==> src/rtl/control_conjunto_reg_pkg.sv <==
// Shared sizes and encodings for the register-file write-port sequencer.
package control_conjunto_reg_pkg;
   localparam int NUM_REGS   = 32;
   localparam int ADDR_WIDTH = 5;
   localparam int DATA_WIDTH = 32;

   localparam logic ST_INIT = 1'b0;
   localparam logic ST_RUN  = 1'b1;

   localparam logic GRANT_A = 1'b0;
   localparam logic GRANT_B = 1'b1;
endpackage

==> src/rtl/control_conjunto_reg_arbitro_rr2.sv <==
// Two-way round-robin arbiter; a grant is only issued while active.
module arbitro_rr2
   import control_conjunto_reg_pkg::*;
(
   input  logic clk,
   input  logic rst,
   input  logic active,
   input  logic req_a,
   input  logic req_b,
   output logic gnt_a,
   output logic gnt_b
);
   logic last_grant;

   always_comb begin
      gnt_a = 1'b0;
      gnt_b = 1'b0;
      if (active) begin
         if (req_a && req_b) begin
            // Contention: whoever did not win last time goes first.
            gnt_a = (last_grant == GRANT_B);
            gnt_b = (last_grant == GRANT_A);
         end else begin
            gnt_a = req_a;
            gnt_b = req_b;
         end
      end
   end

   always_ff @(posedge clk) begin
      if (rst)
         last_grant <= GRANT_B;
      else if (gnt_a)
         last_grant <= GRANT_A;
      else if (gnt_b)
         last_grant <= GRANT_B;
   end
endmodule

==> src/rtl/control_conjunto_reg.sv <==
// Zeroes the register file after reset, then arbitrates its write port
// between two requesters and forwards the pending write onto the read ports.
module control_conjunto_reg
   import control_conjunto_reg_pkg::*;
#(
   parameter int NUM_REGS_P   = NUM_REGS,
   parameter int ADDR_WIDTH_P = ADDR_WIDTH,
   parameter int DATA_WIDTH_P = DATA_WIDTH
)(
   input  logic                    clk,
   input  logic                    rst,
   input  logic                    wa_valid,
   output logic                    wa_ready,
   input  logic [ADDR_WIDTH_P-1:0] wa_addr,
   input  logic [DATA_WIDTH_P-1:0] wa_data,
   input  logic                    wb_valid,
   output logic                    wb_ready,
   input  logic [ADDR_WIDTH_P-1:0] wb_addr,
   input  logic [DATA_WIDTH_P-1:0] wb_data,
   input  logic [ADDR_WIDTH_P-1:0] rs1_addr,
   input  logic [ADDR_WIDTH_P-1:0] rs2_addr,
   output logic [DATA_WIDTH_P-1:0] rs1_data,
   output logic [DATA_WIDTH_P-1:0] rs2_data,
   output logic                    init_done,
   output logic                    rf_write_enable,
   output logic [ADDR_WIDTH_P-1:0] rf_write_addr,
   output logic [DATA_WIDTH_P-1:0] rf_write_data,
   output logic [ADDR_WIDTH_P-1:0] rf_addr1,
   output logic [ADDR_WIDTH_P-1:0] rf_addr2,
   input  logic [DATA_WIDTH_P-1:0] rf_data1,
   input  logic [DATA_WIDTH_P-1:0] rf_data2
);
   localparam logic [ADDR_WIDTH_P-1:0] LAST_REG = ADDR_WIDTH_P'(NUM_REGS_P - 1);

   logic                    state;
   logic [ADDR_WIDTH_P-1:0] init_cnt;
   logic                    accept;
   logic [ADDR_WIDTH_P-1:0] win_addr;
   logic [DATA_WIDTH_P-1:0] win_data;

   arbitro_rr2 u_arb (
      .clk    (clk),
      .rst    (rst),
      .active (state == ST_RUN),
      .req_a  (wa_valid),
      .req_b  (wb_valid),
      .gnt_a  (wa_ready),
      .gnt_b  (wb_ready)
   );

   // A grant implies the matching valid, so either ready marks a handshake.
   assign accept   = wa_ready | wb_ready;
   assign win_addr = wa_ready ? wa_addr : wb_addr;
   assign win_data = wa_ready ? wa_data : wb_data;

   always_ff @(posedge clk) begin
      if (rst) begin
         state           <= ST_INIT;
         init_cnt        <= ADDR_WIDTH_P'(1);
         init_done       <= 1'b0;
         rf_write_enable <= 1'b0;
         rf_write_addr   <= '0;
         rf_write_data   <= '0;
      end else if (state == ST_INIT) begin
         rf_write_enable <= 1'b1;
         rf_write_addr   <= init_cnt;
         rf_write_data   <= '0;
         if (init_cnt == LAST_REG) begin
            state     <= ST_RUN;
            init_done <= 1'b1;
         end else begin
            init_cnt <= init_cnt + ADDR_WIDTH_P'(1);
         end
      end else if (accept) begin
         // x0 writes complete the handshake but never reach the file.
         rf_write_enable <= (win_addr != '0);
         rf_write_addr   <= win_addr;
         rf_write_data   <= win_data;
      end else begin
         rf_write_enable <= 1'b0;
      end
   end

   assign rf_addr1 = rs1_addr;
   assign rf_addr2 = rs2_addr;

   assign rs1_data = (!init_done || rs1_addr == '0) ? '0 :
                     (rf_write_enable && rf_write_addr == rs1_addr) ? rf_write_data : rf_data1;
   assign rs2_data = (!init_done || rs2_addr == '0) ? '0 :
                     (rf_write_enable && rf_write_addr == rs2_addr) ? rf_write_data : rf_data2;
endmodule

==> config.mk <==
export PLATFORM = sky130hd
export DESIGN_NAME = control_conjunto_reg
export DESIGN_NICKNAME = d
export VERILOG_FILES = /design/src/rtl/control_conjunto_reg_pkg.sv /design/src/rtl/control_conjunto_reg_arbitro_rr2.sv /design/src/rtl/control_conjunto_reg.sv
export SDC_FILE = /design/constraint.sdc
export NUM_CORES = 1
export LEC_CHECK = 0
export BUFFER_PORTS_ARGS = -buffer_cell sky130_fd_sc_hd__buf_2
export CELL_PAD_IN_SITES_DETAIL_PLACEMENT = 0
export CELL_PAD_IN_SITES_GLOBAL_PLACEMENT = 2
export CORE_UTILIZATION = 18
export CTS_CLUSTER_SIZE = 14
export DETAILED_ROUTE_END_ITERATION = 10
export PLACE_DENSITY = 0.78
export SLEW_MARGIN = 20
export SYNTH_ARGS = -nofsm -noshare
export SYNTH_HDL_FRONTEND = slang
export SYNTH_SLANG_ARGS = --single-unit
==> constraint.sdc <==
create_clock -name clk -period 1.78 [get_ports clk]
set_clock_uncertainty 0.1 [all_clocks]
set_input_delay 0.356 -clock clk [delete_from_list [all_inputs] [get_ports clk]]
set_output_delay 0.356 -clock clk [all_outputs]
set_load 0.01 [all_outputs]
Yosys cells after proc, flatten, opt, wreduce, memory -nomap -nowiden
Cells that the tools add are included.

word-level totals
  register bits = 46
  logic and storage cells = 47

cells by class
  $add $sub $neg = 1
  equality and inequality tests = 4
  multiplexer cells = 18
  bitwise operators = 4
  reduce and logical (&&, ||, !) cells = 13

operators by type and width
  kind                 count
  $mux 32              5
  $mux 5               3
  $eq 5x5->1           2
  $logic_not 5->1      2
  $mux 1               10
  $add 5x1->5 const B  1
  $eq 5x5->1 const B   1
  $reduce_bool 5->1    1
  $reduce_and 2->1     2
  $logic_and 1x1->1    3
  $not 1->1            3
  $logic_or 1x1->1     2
  $ne 2x1->1 const B   1
  $reduce_bool 2->1    1
  $reduce_or 2->1      1
  $logic_not 1->1      1
  $or 1x1->1           1

Longest topological paths before layout
Gate-level depths: netlist of run 1.

  word-level depth = 7
  depth in mapped cells = 7
  depth with buffers taken out = 7

Cells and area by module
From an unflattened synthesis of run 1, not the netlist that was laid out.

unflattened totals
  cells, all modules = 511
  area, all modules = 3532.1 um^2

modules (own cells, without submodules)
  module                times used  cells each  area each (um^2)
  control_conjunto_reg  1           503         3473.3
  arbitro_rr2           1           8           58.8

Least setup slack after synthesis of run 1
Ideal clock, no wire load.

  path type = input to output
  start = input rs1_addr[0]
  end = output rs1_data[10]
  data arrival time = 1.478 ns
  data required time = 1.324 ns
  setup slack = -0.154 ns
  stages = 6
  cell sequence = or4_1 o21a_1 buf_6 buf_6 nand4_1 o21ai_1

on the way
  longest elaborated chain between the ends = 4

ends and longest elaborated chain
  item                line                        text
  start: declaration  control_conjunto_reg.sv:20  input logic [ADDR_WIDTH_P-1:0] rs1_addr,
  $eq 5x5->1          control_conjunto_reg.sv:88  (rf_write_enable && rf_write_addr == rs1_addr) ? rf_write_data : rf_data1;
  $logic_and 1x1->1   control_conjunto_reg.sv:88
  $mux 32             control_conjunto_reg.sv:88
  $mux 32 *           control_conjunto_reg.sv:87  assign rs1_data = (!init_done || rs1_addr == '0) ? '0 :
  end: declaration    control_conjunto_reg.sv:22  output logic [DATA_WIDTH_P-1:0] rs1_data,

Every way passes the cells marked *; elsewhere a longest branch is shown, timed or not.

Final worst setup path of run 1
  start = register rf_write_addr[3]
  end = output rs2_data[12]

on the way
  longest elaborated chain between the ends = 4

ends and longest elaborated chain
  item                      line                        text
  start: declaration        control_conjunto_reg.sv:26  output logic [ADDR_WIDTH_P-1:0] rf_write_addr,
  start signal: assignment  control_conjunto_reg.sv:66  rf_write_addr <= init_cnt;
  start signal: assignment  control_conjunto_reg.sv:77  rf_write_addr <= win_addr;
  $eq 5x5->1                control_conjunto_reg.sv:90  (rf_write_enable && rf_write_addr == rs2_addr) ? rf_write_data : rf_data2;
  $logic_and 1x1->1         control_conjunto_reg.sv:90
  $mux 32                   control_conjunto_reg.sv:90
  $mux 32                   control_conjunto_reg.sv:89  assign rs2_data = (!init_done || rs2_addr == '0) ? '0 :
  end: declaration          control_conjunto_reg.sv:23  output logic [DATA_WIDTH_P-1:0] rs2_data,

Every way passes these cells.

==> results of run 1 <==
[logic make-up (layout without fill, tap and decap cells)]
kind of cell,Yosys count,count (layout)
AOI/OAI and AO/OA,151,151
DFF,46,46
adders and majority gates,2,2
muxes,37,37
xor gates and xnor gates,13,13
and+or+nand+nor,168,168
buffers and inverters,59,342
[through the flow]
stage / std cells / setup TNS (ps)
floorplan: 476 / -9370
global placement: 989 / -27870
detailed placement: 989 / -27530
CTS: 1013 / -35110
global route: 1019 / -40900
finish: 1019 / -34860
[timing repair]
item                       4_1_cts  5_1_grt
hold endpoints to repair         0        0
gates resized for setup         37        7
hold buffers                     0        0
gates cloned                     7        6
pin swaps                       30        1
setup buffers                   10        1
setup endpoints to repair       65       70
[registers in the layout, indices dropped and copies added (netlist names)]
signal and count:
u_arb.last_grant 1, rf_write_data 32, init_cnt 5, rf_write_addr 5, state 1, init_done 1, rf_write_enable 1
[tightest hold or removal path, stage by stage]
cell and delay (ps):
buf_2 70, mux2i_1 60, a21oi_1 130
[cell usage after synthesis (4+ instances only)]
library cell and instances:
clkbuf_1 15, xor2_1 10, nand2_1 70, buf_1 4
nor2b_1 4, o22ai_1 4, o21ai_1 64, buf_4 10
nand4_1 65, buf_6 17, buf_2 12, and2_1 4
dfxtp_1 46, a21oi_1 37, nor2_1 10, o21ai_0 35
mux2i_1 36
[worst max path at each step]
stage,startpoint,end,slack [ps],cells after the start
final,rf_write_addr[3]$_SDFFE_PP0P_,rs2_data[12],-600,7
after global routing,rf_write_addr[2]$_SDFFE_PP0P_,rs1_data[11],-690,8
after CTS,rf_write_addr[2]$_SDFFE_PP0P_,rs1_data[11],-600,8
after detailed placement,rs1_addr[3],rs1_data[11],-530,7
after global placement,rs1_addr[0],rs1_data[11],-520,7
after floorplan,rs1_addr[0],rs1_data[10],-150,6
[power groups by stage]
stage	Clock (mW)	Combinational, mW	Sequential, mW
6_report	0.980	0.583	1.06
4_1_cts	1.02	0.555	1.06
5_1_grt	1.06	0.630	1.06
3_3_place_gp	0	0.490	1.08
3_5_place_dp	0	0.490	1.08
2_1_floorplan	0	0.188	1.09
[area by class of cell]
| class | count | area [sq um] |
|---|---|---|
| flip-flops and latches | 46 | 932 |
| well taps | 260 | 325 |
| repair buffers | 333 | 2350 |
| clock inverters | 3 | 21.3 |
| fillers | 2040 | 12700 |
| multi-input cells | 371 | 2490 |
| clock buffers | 5 | 125 |
| inverters | 1 | 3.75 |
[metal layers]
metal	GRT usage [%]	vias to the layer above	part of all wire [%]
met1	20.9	2155	43
met4	4.02	0	1.2
li1	-	2307	-
met2	30.0	158	51
met5	0	-	0
met3	2.77	16	4.9
==> flow_summary.toml, run 1 <==
[power]
p_switching_mw = 0.745
p_seq_share_pct = 40.4
swShare_pct = 28.4
power_mw = 2.62
p_int_mw = 1.88
power_density_mw_per_mm2 = 420
power_frac_comb_pct = 22.2
ir_drop_mv = 0.344
clock_power_share_pct = 37.4
leakage_nw = 2.81

[floorplanning]
start_util_pct = 18.6
die_h_um = 142
core_area_sq_mm = 0.0190
io_pins = 267
die_w_um = 142
rows = 50
dieArea_sq_mm = 0.0201

[critical_path]
cp-start-kind = "register"
cp_max_fo = 6
r2r-end = "rf_write_addr[3]$_SDFFE_PP0P_"
cp_cell_sequence = "xor2_2, nor4_4, buf_4, and2_4, clkbuf_16, o21ai_2, buf_2"
r2r_slack_ps = 100
cp.buffers_inverters = 3
reg2reg_from = "u_arb.last_grant$_SDFFE_PP1P_"
slowest_delay_ps = 370
r2r_cells = 6
critPathCaptureType = "primary output"
critPathArrivalTime_ps = 1920
crit_required_ps = 1320
cpMaxStageDelayCell = "dfxtp_4"
crit_type = "register to primary output"
critPathTopFamily = "simple AND/OR/NAND/NOR gates"

[grt]
grt_pass1_wl_um = 25500
gr-total-overflow = 0
track_usage_pct = 16.8
antenna_found_initial = 0
grt_max_degree = 42
first_global_vias = 4307

[sta]
grt_setup_unrepaired = "yes"
final.min_clock_period_ps = 2380
timing.hold.ws_ps = 249
hold_viol = 0
fin_crit_sh_pct = 133
setup_viol = 64
final_max_slew_viol_count = 0
fmax_mhz = 421
slew_headroom_pct = 79.0
setup_slack_ps = -595
worst_pin_slew_ps = 316

[placed_design]
place.gp.congestion = 0.745
place_ws_ps = -526
hpwl_um = 12600
placed_cell_area_sq_mm = 0.00552
port_buffers = 266

[logic_synthesis]
synth_top_family_by_area = "simple AND/OR/NAND/NOR gates"
synthSimpleGateAreaFrac_pct = 25.3
synth_xor_area_share_pct = 3.24
synth_compound_gate_area_share_pct = 22.6
synth_mux_area_share_pct = 10.6
synthesis.area_sq_mm = 0.00352
ys_ff_latch = 46
synth_top_area_share_pct = 26.2
synth_warnings = 0
synth_flop_cell = "dfxtp_1"
ys_async_sr_fraction_pct = 0
synth_edf_count = 0
syn_inst = 476
synth_area_per_cell_sq_um = 7.39
yosysTopAreaCell = "dfxtp_1"
synth-seq-area-share_pct = 26.2
synth_cell_types = 39
synthesis.nets = 630
synth_adder_area_share_pct = 0.711
synth_area_leaders = "dfxtp_1, nand4_1, mux2i_1"

[min_path]
hold_end = "rf_write_data[31]$_SDFFE_PP0P_"
hold_path_class = "input port to register"
worstHoldStart = "wb_data[31]"
holdPathStages = 3

[final_layout]
layout_common_cells = "buf_2, nand2_1, nand4_1"
nets = 912
stdcell_area_sq_mm = 0.00625
fin_util_pct = 33.0
antenna_cells = 0
area_growth_pct = 77.6
drive_gt1_share_pct = 56.7
layout.cells.most_common = "buf_2"

[clock_network]
cts_made_buffers = 5
clk_path_buf_depth = 2
clockRootBuffer = "clkbuf_16"
cts_tree = "yes"
clkTransAtPathRegs_ps = 70
clkLatencyLatePin_ps = 300
cts_sinks = 46
htree_num_levels = 2

[detailed_routing]
dr.pass1.iters = 5
drc = 0
antenna_left = 0
post_drt_wl_per_cell_um = 17.5
drt-total-wl_um = 17900
via_count = 4636
first_iter_violations = 121
vias_per_cell = 4.55

[job]
drv_cap = 0

[status]
status = "finished with violations"
violations = "negative setup slack"
(Power assumes the default switching activity.)
==> run 2, diff against run 1 <==
Settings changed: PLACE_DENSITY 0.78 to 0.76.
==> run 2 against run 1 <==
Net effect:
- the run still ends with negative setup slack left
- sequential power about the same
- first-iteration DRC count is 18% lower
- combinational power is 7.5% lower
- wire length fell by 3.8%
- maximum frequency rose by 2.7%
- power increased by 2.8%
- global-route usage is 0.32 points lower
- largest cell class unchanged
==> flow_summary.toml, run 2 (synthesized netlist as in run 1, its figures left out) <==
[placed_design]
place.gp.congestion = 0.742
place_ws_ps = -615
port_buffers = 266
hpwl_um = 12300
placed_cell_area_sq_mm = 0.00550

[floorplanning]
rows = 50
core_area_sq_mm = 0.0190
start_util_pct = 18.6
die_h_um = 142
io_pins = 267
die_w_um = 142
dieArea_sq_mm = 0.0201

[final_layout]
layout_common_cells = "buf_2, nand2_1, nand4_1"
multi_input_comb_area_sq_mm = 0.00248
ff_latch_area_sq_um = 931
drive_gt1_share_pct = 55.6
stdcell_area_sq_mm = 0.00595
antenna_cells = 0
layout.cells.most_common = "buf_2"
nets = 899
area_growth_pct = 69.3
largestRegisters = "rf_write_data x32, init_cnt x5, rf_write_addr x5"
top_register = "rf_write_data"
fillers = 2075
largest_reg_flops = 32

[job]
drv_cap = 0

[sta]
fmax_mhz = 432
setup_viol = 64
setup_slack_ps = -534
setup-tns-final_ps = -32170
final_max_slew_viol_count = 0
hold_viol = 0
final.min_clock_period_ps = 2310
worst_pin_slew_ps = 311
grt_setup_unrepaired = "yes"
slew_headroom_pct = 79.3
fin_crit_sh_pct = 130

[grt]
first_global_vias = 4355
grt_max_degree = 65
gr-total-overflow = 0
grt_pass1_wl_um = 25100
track_usage_pct = 16.5
antenna_found_initial = 0

[clock_network]
cts_made_buffers = 5
clk_path_buf_depth = 2
clkLatencyLatePin_ps = 290
clkTransAtPathRegs_ps = 70
cts_tree = "yes"
clockRootBuffer = "clkbuf_16"
cts_sinks = 46
htree_num_levels = 2

[detailed_routing]
drt-met1-wl_um = 7590
via_count = 4535
wl_met2_um = 8640
drc = 0
drt-total-wl_um = 17200
wl_met3_um = 805
routed.top_layer = "met4"
dr.pass1.iters = 5
antenna_left = 0
first_iter_violations = 99
vias_per_cell = 4.51
post_drt_wl_per_cell_um = 17.1

[critical_path]
slowest_delay_ps = 360
cp_cell_sequence = "xor2_2, nor4_4, buf_6, and2_4, clkbuf_16, o21ai_2, buf_2"
cp-start-kind = "register"
critPathCaptureType = "primary output"
critPathArrivalTime_ps = 1860
cpMaxStageDelayCell = "dfxtp_4"
cp_max_fo = 9
crit_required_ps = 1320
crit_type = "register to primary output"

[power]
power_density_mw_per_mm2 = 452
leakage_nw = 2.70
ir_drop_mv = 0.328

[status]
status = "finished with violations"
violations = "negative setup slack"

[min_path]
hold_path_class = "input port to register"
==> run 2: path summary, 6_finish.rpt <==
path,startpoint,to,slack [ps],cells past startpoint
max,rf_write_addr[3]$_SDFFE_PP0P_,rs1_data[26],-530,7
min,wb_data[9],rf_write_data[9]$_SDFFE_PP0P_,260,3
max reg2reg,u_arb.last_grant$_SDFFE_PP1P_,rf_write_data[23]$_SDFFE_PP0P_,110,6
min reg2reg,init_cnt[4]$_SDFFE_PP0P_,rf_write_addr[4]$_SDFFE_PP0P_,380,2
==> run 2: repair_timing <==
action	4_1_cts	5_1_grt
pin swaps	9	5
endpoints found under the setup margin	65	69
hold buffers	0	0
cloned	6	1
gates resized for setup	19	6
buffers inserted	8	0
==> run 2: critical path: cells and delay by family (launching register included) <==
| family | cells | cell delay, ps |
|---|---|---|
| flops | 1 | 360 |
| buf+inv | 3 | 480 |
| compound gates | 1 | 60 |
| simple gates | 2 | 500 |
| xor+xnor | 1 | 150 |
==> run 2: layer usage <==
| layer | vias up | global-route usage, % |
|---|---|---|
| li1 | 2290 | - |
| met1 | 2076 | 19.9 |
| met2 | 157 | 30.7 |
| met3 | 12 | 2.60 |
| met4 | 0 | 2.89 |
| met5 | - | 0 |
==> run 2: stage by stage <==
| step | std cells | utilization [%] | power, mW | hold WS, ps |
|---|---|---|---|---|
| CTS | 1006 | 31.3 | 2.75 | 245 |
| global route | 1006 | 31.4 | 2.84 | 252 |
| global placement | 984 | 29.0 | 1.57 | 372 |
| detailed placement | 984 | 29.0 | 1.57 | 375 |
| finish | 1006 | 31.4 | 2.69 | 255 |
| floorplan | 476 | - | 1.27 | 350 |
==> run 2: layout make-up <==
cell class | count | share of cell area [%]
Inverter | 1 | 0.0630
Timing Repair Buffer | 320 | 34.4
Clock inverter | 2 | 0.630
Tap cell | 260 | 5.46
Sequential cell | 46 | 15.6
Clock buffer | 6 | 2.16
Multi-Input combinational cell | 371 | 41.7
==> run 2: power by group <==
| part | switching [mW] | internal [mW] |
|---|---|---|
| sequential | 0.0142 | 1.04 |
| combinational | 0.260 | 0.279 |
| clock | 0.432 | 0.664 |
| total | 0.706 | 1.99 |
==> run 3, diff against run 2 <==
Settings changed: ABC_AREA set to 1, CORE_UTILIZATION 18 to 16, PLACE_DENSITY 0.76 to 0.74.
==> run 3 against run 2 <==
Net effect:
- the run still ends with negative setup slack left
- wire length increased by 10%
- final area increased by 8.6%
- non-clock buffer count increased by 5
- critical path type unchanged
- largest cell class unchanged
- highest routed layer unchanged
==> flow_summary.toml, run 3 <==
[power]
clock_power_share_pct = 41.1
swShare_pct = 26.0
ir_drop_mv = 0.345
power_frac_comb_pct = 19.5
p_int_mw = 1.99
leakage_nw = 4.07
p_seq_share_pct = 39.5
power_density_mw_per_mm2 = 416
p_switching_mw = 0.698

[detailed_routing]
first_iter_violations = 234
antenna_left = 0
drt-total-wl_um = 18900
vias_per_cell = 3.90
via_count = 5122
drc = 0
dr.pass1.iters = 4
post_drt_wl_per_cell_um = 14.4

[logic_synthesis]
synth_area_per_cell_sq_um = 5.32
ys_ff_latch = 46
synth_area_leaders = "dfxtp_1, nand2_1, nor2_1"
synth_cell_types = 22
syn_inst = 712
synth-seq-area-share_pct = 24.3
synth.most_common_cell = "nand2_1"
synth_top_area_share_pct = 24.3
yosysTopAreaCell = "dfxtp_1"
synth_warnings = 0
synth_flop_cell = "dfxtp_1"
synth_edf_count = 0
synthesis.area_sq_mm = 0.00379
synthesis.nets = 866
ys_async_sr_fraction_pct = 0
ys_top_cells_by_count = "nand2_1, nor2_1, inv_1"

[critical_path]
slowest_delay_ps = 340
cp_cell_sequence = "buf_6, nand2_1, nand2_1, nor2_2, nand3_4, buf_6, clkbuf_16, nand2_2, nand2_1, nor2_1, buf_2"
cp.buffers_inverters = 4
critPathArrivalTime_ps = 1770
cp_max_fo = 5
crit_top_cell = "nand2_1"
cp-start-kind = "register"
critPathTopFamily = "simple AND/OR/NAND/NOR gates"
critPathCaptureType = "primary output"
crit_type = "register to primary output"
cpMaxStageDelayCell = "dfxtp_2"
crit_required_ps = 1320

[placed_design]
placed_cell_area_sq_mm = 0.00558
port_buffers = 266
place.gp.congestion = 0.752
hpwl_um = 13000
place_ws_ps = -247

[final_layout]
nets = 1153
area_growth_pct = 70.9
layout_common_cells = "buf_2, nand2_1, nor2_1"
antenna_cells = 0
stdcell_area_sq_mm = 0.00647
top_register = "rf_write_data"
layout.cells.most_common = "buf_2"
largestRegisters = "rf_write_data x32, init_cnt x5, rf_write_addr x5"
fin_util_pct = 28.2
largest_reg_flops = 32
drive_gt1_share_pct = 40.1

[grt]
first_global_vias = 4755
gr-total-overflow = 0
grt_max_degree = 44
grt_pass1_wl_um = 26400
track_usage_pct = 14.1
antenna_found_initial = 0

[clock_network]
cts_tree = "yes"
clockRootBuffer = "clkbuf_16"
cts_sinks = 46
htree_num_levels = 2
clkLatencyLatePin_ps = 290
clk_path_buf_depth = 2
clkTransAtPathRegs_ps = 70
cts_made_buffers = 5

[floorplanning]
rows = 55
dieArea_sq_mm = 0.0243
die_h_um = 156
core_area_sq_mm = 0.0229
die_w_um = 156
start_util_pct = 16.5
io_pins = 267

[sta]
fmax_mhz = 450
slew_headroom_pct = 60.5
setup-tns-final_ps = -24400
grt_setup_unrepaired = "yes"
worst_pin_slew_ps = 591
setup_viol = 64
hold_viol = 0
final_max_slew_viol_count = 0
final.min_clock_period_ps = 2220
setup_slack_ps = -445
fin_crit_sh_pct = 125

[job]
drv_cap = 0

[status]
violations = "negative setup slack"
status = "finished with violations"

[min_path]
hold_path_class = "input port to register"
-- run 3: cell count changes in the layout (fill, tap and decap cells not counted), moves of 19 or more --
cell,delta
o21ai_2,-63
mux2i_1,-35
inv_1,+118
nor2_1,+122
o211ai_1,+32
nand4_1,-64
a21oi_1,-34
nand2_2,+19
nand2_1,+146
nand3_1,+40
o21ai_0,-30
-- run 3: per-layer routing --
metal	vias up	wire [um]	track usage [%]
li1	2701	-	-
met1	2236	8500	17.7
met4	0	205	2.66
met2	174	9100	24.7
met3	11	1100	2.75
met5	-	0	0
-- run 3: worst register-to-register path, stage by stage (launching register included) --
cell     delay [ps]
dfxtp_1         400
ha_1            190
nand2_1          50
nor2_1          100
ha_1            230
nor2_1           70
buf_4           150
o21ai_0         150
nor2_1           50
-- run 3: cell families after synthesis --
logic type,Yosys count,share of synthesized area [%]
simple gates,443,45.8
fa+ha+maj,2,0.661
xor+xnor,1,0.231
buf+inv,169,19.9
flops,46,24.3
compound gates,51,9.09
-- run 3: power by group through the flow --
| stage | Clock [mW] | Combinational, mW | Sequential [mW] |
|---|---|---|---|
| 2_1_floorplan | 0 | 0.196 | 1.09 |
| 3_5_place_dp | 0 | 0.438 | 1.09 |
| 6_report | 1.10 | 0.524 | 1.06 |
| 4_1_cts | 1.16 | 0.474 | 1.06 |
| 3_3_place_gp | 0 | 0.438 | 1.09 |
| 5_1_grt | 1.20 | 0.584 | 1.06 |
-- run 3: area by class of cell --
type	count	area [sq um]
clock buffers	5	125
clock inverters	3	43.8
fillers	2662	16400
inverters	123	472
multi-input cells	498	2380
flip-flops and latches	46	931
well taps	313	392
repair buffers	325	2120
-- run 3: worst paths after layout --
path / startpoint / endpoint / slack (ps) / cells after the start
worst max-delay path: rf_write_addr[3]$_SDFFE_PP0P_ / rs2_data[2] / -440 / 11
worst min-delay path: wa_data[7] / rf_write_data[7]$_SDFFE_PP0P_ / 280 / 5
worst max register to register: init_cnt[1]$_SDFFE_PP0P_ / init_cnt[4]$_SDFFE_PP0P_ / 180 / 8
worst min register to register: u_arb.last_grant$_SDFFE_PP1P_ / u_arb.last_grant$_SDFFE_PP1P_ / 390 / 2
-- run 3: stage by stage --
stage	total power [mW]	instances	hold WS, ps
6_report	2.69	1313	285
5_1_grt	2.85	1313	308
4_1_cts	2.69	1301	279
3_5_place_dp	1.52	1279	380
3_3_place_gp	1.52	1279	378
2_1_floorplan	1.28	712	356
-- run 3: repair_timing --
action / in CTS / in global routing
resized for setup: 41 / 66
hold buffers: 0 / 0
cloned: 5 / 7
setup buffers: 9 / 6
endpoints found under the setup margin: 68 / 81
pin swaps: 2 / 20
